<file path="config.mk">
export PLATFORM = sky130hd
export DESIGN_NAME = csr_arbiter
export DESIGN_NICKNAME = d
export VERILOG_FILES = /design/src/rtl/csr_arbiter.sv
export SDC_FILE = /design/constraint.sdc
export NUM_CORES = 1
export LEC_CHECK = 0
export CORE_UTILIZATION = 32
export CTS_CLUSTER_DIAMETER = 50
export DETAILED_ROUTE_END_ITERATION = 12
export PLACE_DENSITY = 0.76
export SKIP_LAST_GASP = 1
export SYNTH_ARGS = -nofsm -noshare
export SYNTH_HDL_FRONTEND = slang
export SYNTH_SLANG_ARGS = --single-unit
</file>
<file path="constraint.sdc">
create_clock -name clk -period 1.4 [get_ports clk]
set_input_delay 0.28 -clock clk [delete_from_list [all_inputs] [get_ports clk]]
set_output_delay 0.28 -clock clk [all_outputs]
set_load 0.02 [all_outputs]
</file>
<file path="src/rtl/csr_arbiter.sv">
// csr_arbiter: shares one CSR bank between a stall-free I2C-side master (m0)
// and an internal request/ack master (m1). m0 always owns the bus except in
// the single GRANT cycle, and even then an m0 write takes the bus back.
module csr_arbiter #(
  parameter int ADDR_W = 8,
  parameter int DATA_W = 8
) (
  input  logic              clk,
  input  logic              rst,
  // I2C side
  input  logic [ADDR_W-1:0] m0_a,
  input  logic              m0_we,
  input  logic [DATA_W-1:0] m0_do,
  output logic [DATA_W-1:0] m0_di,
  // internal requester
  input  logic              m1_req,
  input  logic              m1_we,
  input  logic [ADDR_W-1:0] m1_a,
  input  logic [DATA_W-1:0] m1_do,
  output logic              m1_ack,
  output logic [DATA_W-1:0] m1_di,
  // shared bank
  output logic [ADDR_W-1:0] s_a,
  output logic              s_we,
  output logic [DATA_W-1:0] s_do,
  input  logic [DATA_W-1:0] s_di
);

  typedef enum logic [1:0] {IDLE, GRANT, DONE} state_t;

  state_t            r_state;
  state_t            w_next;
  logic [ADDR_W-1:0] r_m0_a_q;
  logic [DATA_W-1:0] r_m0_hold;
  logic [DATA_W-1:0] r_m1_di;
  logic              w_in_grant;
  logic              w_m1_sel;

  assign w_in_grant = (r_state == GRANT);
  // m1 only drives the bank when m0 is not writing in the same cycle
  assign w_m1_sel   = w_in_grant && !m0_we;

  // State register; reset cancels any in-flight m1 access
  always_ff @(posedge clk) begin
    if (rst) r_state <= IDLE;
    else     r_state <= w_next;
  end

  // Next state: grant only while m0 is idle on a stable address, since an
  // unchanged address means m0 is not mid-transaction on the bus
  always_comb begin
    w_next = r_state;
    case (r_state)
      IDLE:    if (m1_req && !m0_we && (m0_a == r_m0_a_q)) w_next = GRANT;
      GRANT:   w_next = m0_we ? IDLE : DONE;
      DONE:    w_next = IDLE;
      default: w_next = IDLE;
    endcase
  end

  // Bank mux: m0 by default, m1 only in an uncontested GRANT cycle
  always_comb begin
    s_a  = m0_a;
    s_we = m0_we;
    s_do = m0_do;
    if (w_m1_sel) begin
      s_a  = m1_a;
      s_we = m1_we;
      s_do = m1_do;
    end
  end

  // Track m0 address once per cycle to detect address changes
  always_ff @(posedge clk) begin
    if (rst) r_m0_a_q <= '0;
    else     r_m0_a_q <= m0_a;
  end

  // Hold m0's read data so the GRANT cycle never exposes m1's location
  always_ff @(posedge clk) begin
    if (rst)              r_m0_hold <= '0;
    else if (!w_in_grant) r_m0_hold <= s_di;
  end

  // m1 read data is captured at the end of a winning GRANT cycle
  always_ff @(posedge clk) begin
    if (rst)           r_m1_di <= '0;
    else if (w_m1_sel) r_m1_di <= s_di;
  end

  assign m0_di  = w_in_grant ? r_m0_hold : s_di;
  assign m1_di  = r_m1_di;
  assign m1_ack = (r_state == DONE);

endmodule

</file>
## Yosys cells after proc, flatten, opt, wreduce, memory -nomap -nowiden

Index checks and enable logic that the tools add are counted.

| cells by class | value |
|---|---|
| reduce and logical (&&, ||, !) cells | 5 |
| equal/unequal tests | 4 |
| muxes and demuxes | 7 |

Operators by type and width:

| operator | number |
|---|---|
| $mux 8 | 3 |
| $eq 8x8->1 | 1 |
| $mux 2 | 2 |
| $pmux 2 s2 | 1 |
| $logic_and 1x1->1 | 3 |
| $eq 2x1->1 const B | 1 |
| $eq 2x2->1 const B | 1 |
| $logic_not 2->1 | 1 |
| $ne 2x2->1 const B | 1 |
| $logic_not 1->1 | 1 |
| $mux 1 | 1 |

| storage, ports and cells | value |
|---|---|
| register bits after elaboration | 26 |
| word-level logic and storage cells | 20 |
| output and inout port bits | 34 |
| input port bits | 45 |

## Depth between registers and ports, before layout

Gate-level depths: netlist of run 1.

| depth | value |
|---|---|
| depth after elaboration | 5 |
| gate-level depth with buffers | 4 |
| depth with buffers taken out | 3 |

## Worst setup path after synthesis of run 1

No wires, ideal clock.

| path | value |
|---|---|
| path type | register to output |
| start | register r_state[1] |
| end | output port s_a[6] |
| stages on the path, launching flop included | 4 |
| path buffers | 1 |
| data required time | 1.120 ns |
| setup slack | -0.151 ns |
| data arrival time | 1.271 ns |
| cells stage by stage | dfxtp_1 -> nor3b_4 -> buf_6 -> mux2_2 |

| on the way | value |
|---|---|
| word-level cells in the longest chain between the ends | 3 |

RTL lines:

| element | RTL line | source |
|---|---|---|
| start: declaration | 31 | `state_t r_state;` |
| start signal: assignment | 46 | `else r_state <= w_next;` |
| $eq 2x1->1 | 39 | `assign w_in_grant = (r_state == GRANT);` |
| $logic_and 1x1->1 | 41 | `assign w_m1_sel = w_in_grant && !m0_we;` |
| $mux 8 | 66 | `if (w_m1_sel) begin` |
| end: declaration | 23 | `output logic [ADDR_W-1:0] s_a,` |

Every way passes these cells.

## Worst setup path after layout of run 1

| path | value |
|---|---|
| start | register r_state[1] |
| end | output port s_do[4] |

| on the way | value |
|---|---|
| word-level cells in the longest chain between the ends | 3 |

RTL lines:

| element | RTL line | source |
|---|---|---|
| $eq 2x1->1 | 39 |  |
| $logic_and 1x1->1 | 41 |  |
| $mux 8 | 66 |  |
| end: declaration | 25 | `output logic [DATA_W-1:0] s_do,` |

Every way passes these cells.

==> results_dict.tcl, run 1 <==
set metrics [dict create \
    cts_sinks 26 \
    dp_hpwl_um 2180 \
    clkTransAtPathRegs_ps 80 \
    min_from "r_state[1]" \
    ios 79 \
    reg2reg_slack_ps 80 \
    clock.fmax_mhz 553 \
    clk_latency_ps 260 \
    synthSimpleGateAreaFrac_pct 16.6 \
    tns_ps -8580 \
    yosys.area.top_type_share_pct 44.1 \
    final_common_cell "clkdlybuf4s50_1" \
    synth_edf_count 0 \
    slew_viol_final 0 \
    drc 0 \
    port_buffers 78 \
    violations "setup timing" \
    cp.required_ps 1120 \
    synth_xor_area_share_pct 5.94 \
    via_per_inst 4.38 \
    cts_tree "done" \
    wire_per_inst_um 12.3 \
    syn_area_mm2 0.00118 \
    place_area_mm2 0.00215 \
    fin_area_mm2 0.00231 \
    htree_levels 1 \
    grt_usage_pct 15.9 \
    synth_cells 104 \
    synth_cell_type_count 14 \
    cts_buffer_depth 2 \
    grt_pass1_vias 1130 \
    root_buffer "clkbuf_8" \
    dr.pass1.iters 2 \
    grt_pass1_wl_um 4940 \
    fin_ws_ps -407 \
    wl_met1_um 1460 \
    avgSynthCellArea_um2 11.3 \
    postCtsHoldBufs 0 \
    coreArea_mm2 0.00344 \
    start_util_pct 34.3 \
    grt_max_degree 26 \
    clock_skew_ps 0.660 \
    via_count 1073 \
    crit_arrival_ps 1530 \
    rsz0062_at_grt "yes" \
    totalWireLength_um 3010 \
    antenna_found_initial 0 \
    ys_ff_latch 26 \
    fin_nets 245 \
    whs_path_depth 1 \
    worst_slew_pin_slew_ps 245 \
    syn2layout_area_growth_pct 96.1 \
    dp_slack_ps -970 \
    std_cell_rows 21 \
    hold_violations 0 \
    synthFlopType "dfxtp_1" \
    numCtsBuffers 3 \
    dr.max_layer_used "met4" \
    grt-ovfl-total 0 \
    hold_path.class "reg2reg" \
    antenna_cells 0 \
    synth_top_family_by_area "multiplexers" \
    synth_top_cell_by_area "dfxtp_1" \
    p_per_area_mw_per_mm2 710 \
    synthesis.nets 149 \
    slew_headroom_pct 83.7 \
    yosys-top-cells-area "dfxtp_1 44%, mux2_2 23%, nor2b_1 10%" \
    synth_mux_area_share_pct 29.7 \
    die_h_um 62.7 \
    wl_met2_um 1300 \
    outcome "finished, violations left" \
    setup_violations 25 \
    place.gp.congestion 0.750 \
    hold_path_end "r_state[0]" \
    fp.dieArea_mm2 0.00393 \
    cp-start-kind "register" \
    worst-path-max-fanout 6 \
    ant_nets 0 \
    synthArstFlopShare_pct 0 \
    seq_area_frac_synth_pct 44.1 \
    synth_fa_ha_area_share_pct 0 \
    min_period_ps 1810 \
    period_share_pct 129 \
    ir_worst_vdd_mv 0.559 \
    final_layout_size_suffix_gt1_share_pct 38.2 \
    fin_util_pct 67.2 \
    worst-r2r-cell-count 5 \
    final_cell_mix "43 x clkdlybuf4s50_1, 31 x buf_6, 24 x mux2_4, 24 x dfxtp_1, 18 x nor2b_1" \
    wl_met3_um 233 \
    drt_iter0_drc 18 \
    power_leakage_uw 0.000995 \
    die_w_um 62.7 \
    rr_endpoint "r_m0_hold[5]" \
    synth_compound_area_share_pct 0.636 \
    reg2reg_from "r_state[0]" \
    criticalPathCategory "reg2out" \
    drv_cap 0 \
    endpoint_kind "primary output" \
    synth_warnings 0 \
]
==> worst max-delay path by stage <==
stage | start | endpoint | slack (ps)
finish | r_state[1] | s_do[4] | -410
global route | r_state[1] | s_do[4] | -470
CTS | r_state[1] | s_do[7] | -460
detailed placement | m0_we | s_do[2] | -970
global placement | m0_we | s_do[7] | -950
floorplan | r_state[0] | s_a[0] | -80
==> through the flow <==
| stage | hold slack (ps) | instances | power, uW |
|---|---|---|---|
| 3_5_place_dp | 471 | 238 | 1170 |
| 4_1_cts | 474 | 248 | 1640 |
| 2_1_floorplan | 352 | 104 | 931 |
| 5_1_grt | 508 | 245 | 1720 |
| 3_3_place_gp | 465 | 238 | 1160 |
| 6_report | 485 | 245 | 1640 |
==> final cells by class <==
| class | count | area [um2] |
|---|---|---|
| clock buffers | 4 | 55.1 |
| repair buffers | 96 | 953 |
| fillers | 272 | 1130 |
| well taps | 46 | 57.6 |
| flip-flops and latches | 26 | 526 |
| multi-input cells | 73 | 722 |
==> worst max-delay path: stages, from the launching register on <==
cell and delay (ps):
dfxtp_4 380, nor3b_4 260, buf_6 180, mux2_4 310
buf_6 130
==> synth_stat cells, drive strengths merged, types with 2 or more instances <==
cell    count
clkbuf      2
nor2b      19
buf         3
xnor2       8
nor2        8
mux2i       8
mux2       24
dfxtp      26
nand4       2
==> state kept, by name, indices dropped and copies added, names as in the netlist <==
signal,count
r_state,2
m1_di,8
r_m0_hold,8
r_m0_a_q,8
==> timing repair <==
action / CTS / global route
setup buffers: 5 / 1
pin swaps: 1 / 2
resized for setup: 153 / 34
gates cloned: 1 / 0
endpoints found under the setup margin: 38 / 35
==> where the power goes <==
part | switching [uW] | leakage (uW) | internal, uW
clock | 217 | 0.0000288 | 251
sequential | 8.71 | 0.000215 | 762
combinational | 137 | 0.000751 | 268
==> cell families after synthesis <==
kind of cell / Yosys count
AO/OA/AOI/OAI: 1
XOR/XNOR: 8
buffers and inverters: 5
flip-flops: 26
multiplexers: 32
AND/OR/NAND/NOR: 32
==> routing by layer <==
layer / vias up / global-route usage [%]
met5: - / 0
met4: 0 / 5.23
met3: 2 / 5.47
met2: 56 / 25.3
met1: 470 / 19.9
li1: 545 / -
(Power assumes the default switching activity.)
==> run 2: changes to the inputs <==
- CORE_UTILIZATION: 32 -> 33
- CTS_BUF_LIST: default -> sky130_fd_sc_hd__clkbuf_4
- PLACE_DENSITY: 0.76 -> 0.78
==> results_dict.tcl, run 2 (synthesis gave the netlist of run 1 again) <==
set metrics [dict create \
    reg2reg_slack_ps -20 \
    coreArea_mm2 0.00339 \
    cts_sinks 26 \
    clk_latency_ps 310 \
    drt_iter0_drc 21 \
    place_area_mm2 0.00214 \
    start_util_pct 34.8 \
    drc 0 \
    clock.fmax_mhz 527 \
    crit_end "s_do[4]" \
    cts_buffer_depth 2 \
    worst-r2r-cell-count 4 \
    violations "setup timing" \
    fin_ws_ps -499 \
    cp.required_ps 1120 \
    n_fill_cell 239 \
    ant_nets 0 \
    drv_cap 0 \
    die_w_um 61.8 \
    hold_path.class "reg2reg" \
    grt-ovfl-total 0 \
    outcome "finished, violations left" \
    criticalPathCategory "reg2out" \
    dp_hpwl_um 2420 \
    reg2reg_from "r_state[0]" \
    via_per_inst 4.59 \
    power_leakage_uw 0.00103 \
    std_cell_rows 21 \
    rr_endpoint "r_state[0]" \
    final_common_cell "clkdlybuf4s50_1" \
    grt_max_degree 26 \
    p_per_area_mw_per_mm2 624 \
    final_layout_size_suffix_gt1_share_pct 40.5 \
    clock_skew_ps 8.06 \
    fp.dieArea_mm2 0.00382 \
    min_period_ps 1900 \
    ios 79 \
    rsz0062_at_grt "yes" \
    htree_levels 1 \
    cts_tree "done" \
    worst-path-max-fanout 7 \
    clkTransAtPathRegs_ps 130 \
    place.gp.congestion 0.752 \
    port_buffers 78 \
    crit_start "r_state[1]" \
    cp-start-kind "register" \
    antenna_cells 0 \
    ir_worst_vdd_mv 0.457 \
    hold_violations 0 \
    slew_viol_final 0 \
    fin_area_mm2 0.00238 \
    period_share_pct 136 \
    root_buffer "clkbuf_4" \
    power_uw 1490 \
    totalWireLength_um 3610 \
    final_cell_mix "43 x clkdlybuf4s50_1, 34 x buf_6, 24 x mux2_4, 24 x dfxtp_1, 17 x nor2b_1" \
    antenna_found_initial 0 \
    via_count 1153 \
    die_h_um 61.8 \
    grt_usage_pct 18.5 \
    syn2layout_area_growth_pct 102 \
    worst_slew_pin_slew_ps 240 \
    dr.pass1.iters 4 \
    grt_pass1_wl_um 5140 \
    wire_per_inst_um 14.4 \
    endpoint_kind "primary output" \
    fin_nets 252 \
    setup_violations 27 \
    crit_arrival_ps 1620 \
    grt_pass1_vias 1138 \
    numCtsBuffers 3 \
    slew_headroom_pct 84.0 \
]
-- run 2: cell types whose count changed in the layout (fill, tap and decap cells not counted), sizes merged --
cell    change
buf         +8
clkbuf      -2
-- run 2: cell type report --
type | count | area [um2] | share of cell area (%)
Clock buffer | 3 | 22.5 | 0.945
Multi-Input combinational cell | 73 | 724 | 30.4
Sequential cell | 26 | 526 | 22.1
Tap cell | 46 | 57.6 | 2.42
Timing Repair Buffer | 103 | 1050 | 44.2
-- run 2: layer usage --
metal | wire [um] | share of wire, % | GRT usage (%) | vias to the layer above
li1 | - | - | - | 553
met1 | 1360 | 38 | 19.9 | 531
met2 | 1810 | 50 | 33.9 | 63
met3 | 400 | 11 | 5.38 | 6
met4 | 40 | 1.1 | 6.98 | 0
met5 | 0 | 0 | 0 | -
-- run 2: worst min-delay path by stage --
stage,start,end,slack (ps),depth (start not counted)
floorplan,rst,r_m0_hold[0],350,1
finish,r_state[1],r_state[0],480,1
detailed placement,r_state[1],r_state[0],480,1
CTS,r_state[1],r_state[0],490,1
global placement,r_state[1],r_state[0],460,1
global route,r_state[1],r_state[0],510,1
-- run 2: where the power goes --
group,leakage [uW],switching (uW),internal [uW]
sequential,0.000215,9.10,763
combinational,0.000800,145,269
clock,0.0000138,202,100
-- run 2: worst max-delay path, cell delays in order (launching register included) --
cell and delay [ps]:
dfxtp_4 390, nor3b_4 210, buf_6 150, buf_12 130, mux2_4 300, buf_6 130
-- run 2: what timing repair did --
| action | in CTS | in global routing |
|---|---|---|
| pin swaps | 2 | 3 |
| endpoints found under the hold margin | 0 | 0 |
| hold buffers | 0 | 0 |
| cloned | 2 | 0 |
| setup buffers | 11 | 2 |
| setup endpoints to repair | 41 | 34 |
| resized for setup | 187 | 8 |
-- run 2: per-stage QoR --
step / setup WS, ps / TNS (ps) / utilization (%) / hold slack, ps / instances
after floorplan: -84.1 / -910 / - / 352 / 104
after global placement: -933 / -21200 / 63.3 / 463 / 237
after detailed placement: -1020 / -23220 / 63.3 / 481 / 237
after CTS: -524 / -11320 / 69.9 / 489 / 252
after global routing: -562 / -12440 / 70.3 / 509 / 251
final: -499 / -10850 / 70.3 / 485 / 251
==> run 3: changes to the inputs <==
--- a/config.mk
+++ b/config.mk
@@ -6,4 +6,5 @@
 export NUM_CORES = 1
 export LEC_CHECK = 0
+export CORE_MARGIN = 10
 export CORE_UTILIZATION = 33
 export CTS_BUF_LIST = sky130_fd_sc_hd__clkbuf_4
==> constraint.sdc (replaced) <==
create_clock -name clk -period 1.4 [get_ports clk]
set_input_delay 0.28 -clock clk [delete_from_list [all_inputs] [get_ports clk]]
set_output_delay 0.28 -clock clk [all_outputs]
set_load 0.05 [all_outputs]
==> results_dict.tcl, run 3 (synthesis gave the netlist of run 1 again) <==
set metrics [dict create \
    fin_nets 242 \
    crit_arrival_ps 1630 \
    clk_latency_ps 310 \
    postCtsHoldBufs 0 \
    min_period_ps 1910 \
    cts_buffer_depth 2 \
    worst-path-max-fanout 7 \
    cp_top_family "flip-flops" \
    grt_pass1_vias 1212 \
    place.gp.congestion 0.765 \
    ir_worst_vdd_mv 0.446 \
    p_per_area_mw_per_mm2 662 \
    crit_chain "nor3b_4, buf_6, mux2_4, buf_12" \
    cp_slowest_cell "dfxtp_2" \
    max_stage_delay_ps 370 \
    drv_cap 0 \
    syn2layout_area_growth_pct 107 \
    clock.fmax_mhz 524 \
    final_cell_mix "43 x clkdlybuf4s50_1, 26 x buf_12, 24 x dfxtp_1" \
    drt_iter0_drc 19 \
    antenna_found_initial 0 \
    n_fill_cell 226 \
    htree_levels 1 \
    multi_input_area_um2 687 \
    setup_violations 27 \
    hold_path.class "reg2reg" \
    ios 79 \
    via_per_inst 4.41 \
    worst_slew_pin_slew_ps 256 \
    ant_nets 0 \
    clock_skew_ps 9.05 \
    grt_pass1_wl_um 6520 \
    root_buffer "clkbuf_4" \
    slew_viol_final 0 \
    power_leakage_uw 0.000987 \
    cp-start-kind "register" \
    grt_usage_pct 12.9 \
    drc 0 \
    totalWireLength_um 4280 \
    port_buffers 78 \
    whs_ps 459 \
    coreArea_mm2 0.00339 \
    regArea_um2 526 \
    fin_ws_ps -508 \
    via_count 1067 \
    antenna_cells 0 \
    std_cell_rows 21 \
    outcome "finished, violations left" \
    die_w_um 79.8 \
    crit_start "r_state[0]" \
    period_share_pct 136 \
    final_common_cell "clkdlybuf4s50_1" \
    hold_violations 0 \
    dp_hpwl_um 3480 \
    criticalPathCategory "reg2out" \
    min_from "r_state[1]" \
    dr.pass1.iters 4 \
    slew_headroom_pct 82.9 \
    numCtsBuffers 3 \
    rsz0062_at_grt "yes" \
    clkTransAtPathRegs_ps 140 \
    reg2reg_from "r_state[0]" \
    cts_tree "done" \
    endpoint_kind "primary output" \
    violations "setup timing" \
    grt-ovfl-total 0 \
    wire_per_inst_um 17.7 \
    cts_sinks 26 \
    start_util_pct 34.8 \
    timing.critical_path.buf_inv 2 \
    final_layout_size_suffix_gt1_share_pct 40.8 \
    grt_max_degree 26 \
    die_h_um 79.8 \
    cp.required_ps 1120 \
    fp.dieArea_mm2 0.00637 \
    power_uw 1620 \
]
==> run 3: path summary, 6_finish.rpt <==
path,to,slack [ps],cells after the start
worst max-delay path,s_do[7],-510,4
worst min-delay path,r_state[0],460,1
worst max register to register,m1_di[7],-10,5
worst min register to register,r_state[0],460,1
==> run 3: worst register-to-register path, delay by kind of cell (launching register included) <==
family	cells	cell delay (ps)
buffers and inverters	2	380
DFF	1	370
muxes	1	220
and+or+nand+nor	2	330
==> run 3: routing by layer <==
metal  global-route usage (%)  wire [um]  vias up
li1                         -          -      534
met1                     15.2       1870      477
met2                     21.0       1940       54
met3                     5.52        449        2
met4                     3.17         19        0
met5                        0          0        -
==> run 3: area by class of cell <==
class	instances	share of cell area, %
flip-flops and latches	26	21.5
clock buffers	3	0.922
multi-input cells	73	28.1
well taps	46	2.36
repair buffers	93	47.0
clock inverters	1	0.154
==> run 3: power by group <==
| group | switching (uW) | internal (uW) | total (uW) | leakage [uW] |
|---|---|---|---|---|
| Clock | 204 | 104 | 308 | 0.0000154 |
| Sequential | 8.23 | 762 | 771 | 0.000215 |
| Combinational | 240 | 299 | 539 | 0.000757 |
| Total | 451 | 1170 | 1620 | 0.000987 |
==> run 3: stage by stage <==
| step | setup slack [ps] | area (um2) | instances | util (%) | setup TNS [ps] |
|---|---|---|---|---|---|
| after floorplan | -132 | 1220 | 104 | - | -1560 |
| after CTS | -539 | 2430 | 241 | 71.7 | -12710 |
| after global placement | -580 | 2360 | 236 | 69.8 | -12840 |
| final | -508 | 2440 | 242 | 72.1 | -11610 |
| after detailed placement | -614 | 2360 | 236 | 69.8 | -13870 |
| after global routing | -553 | 2440 | 242 | 72.1 | -13320 |
==> run 3: timing repair <==
item,CTS,global route
endpoints found under the setup margin,32,35
setup buffers,0,2
resized for setup,11,3
pin swaps,2,1
gates cloned,1,0
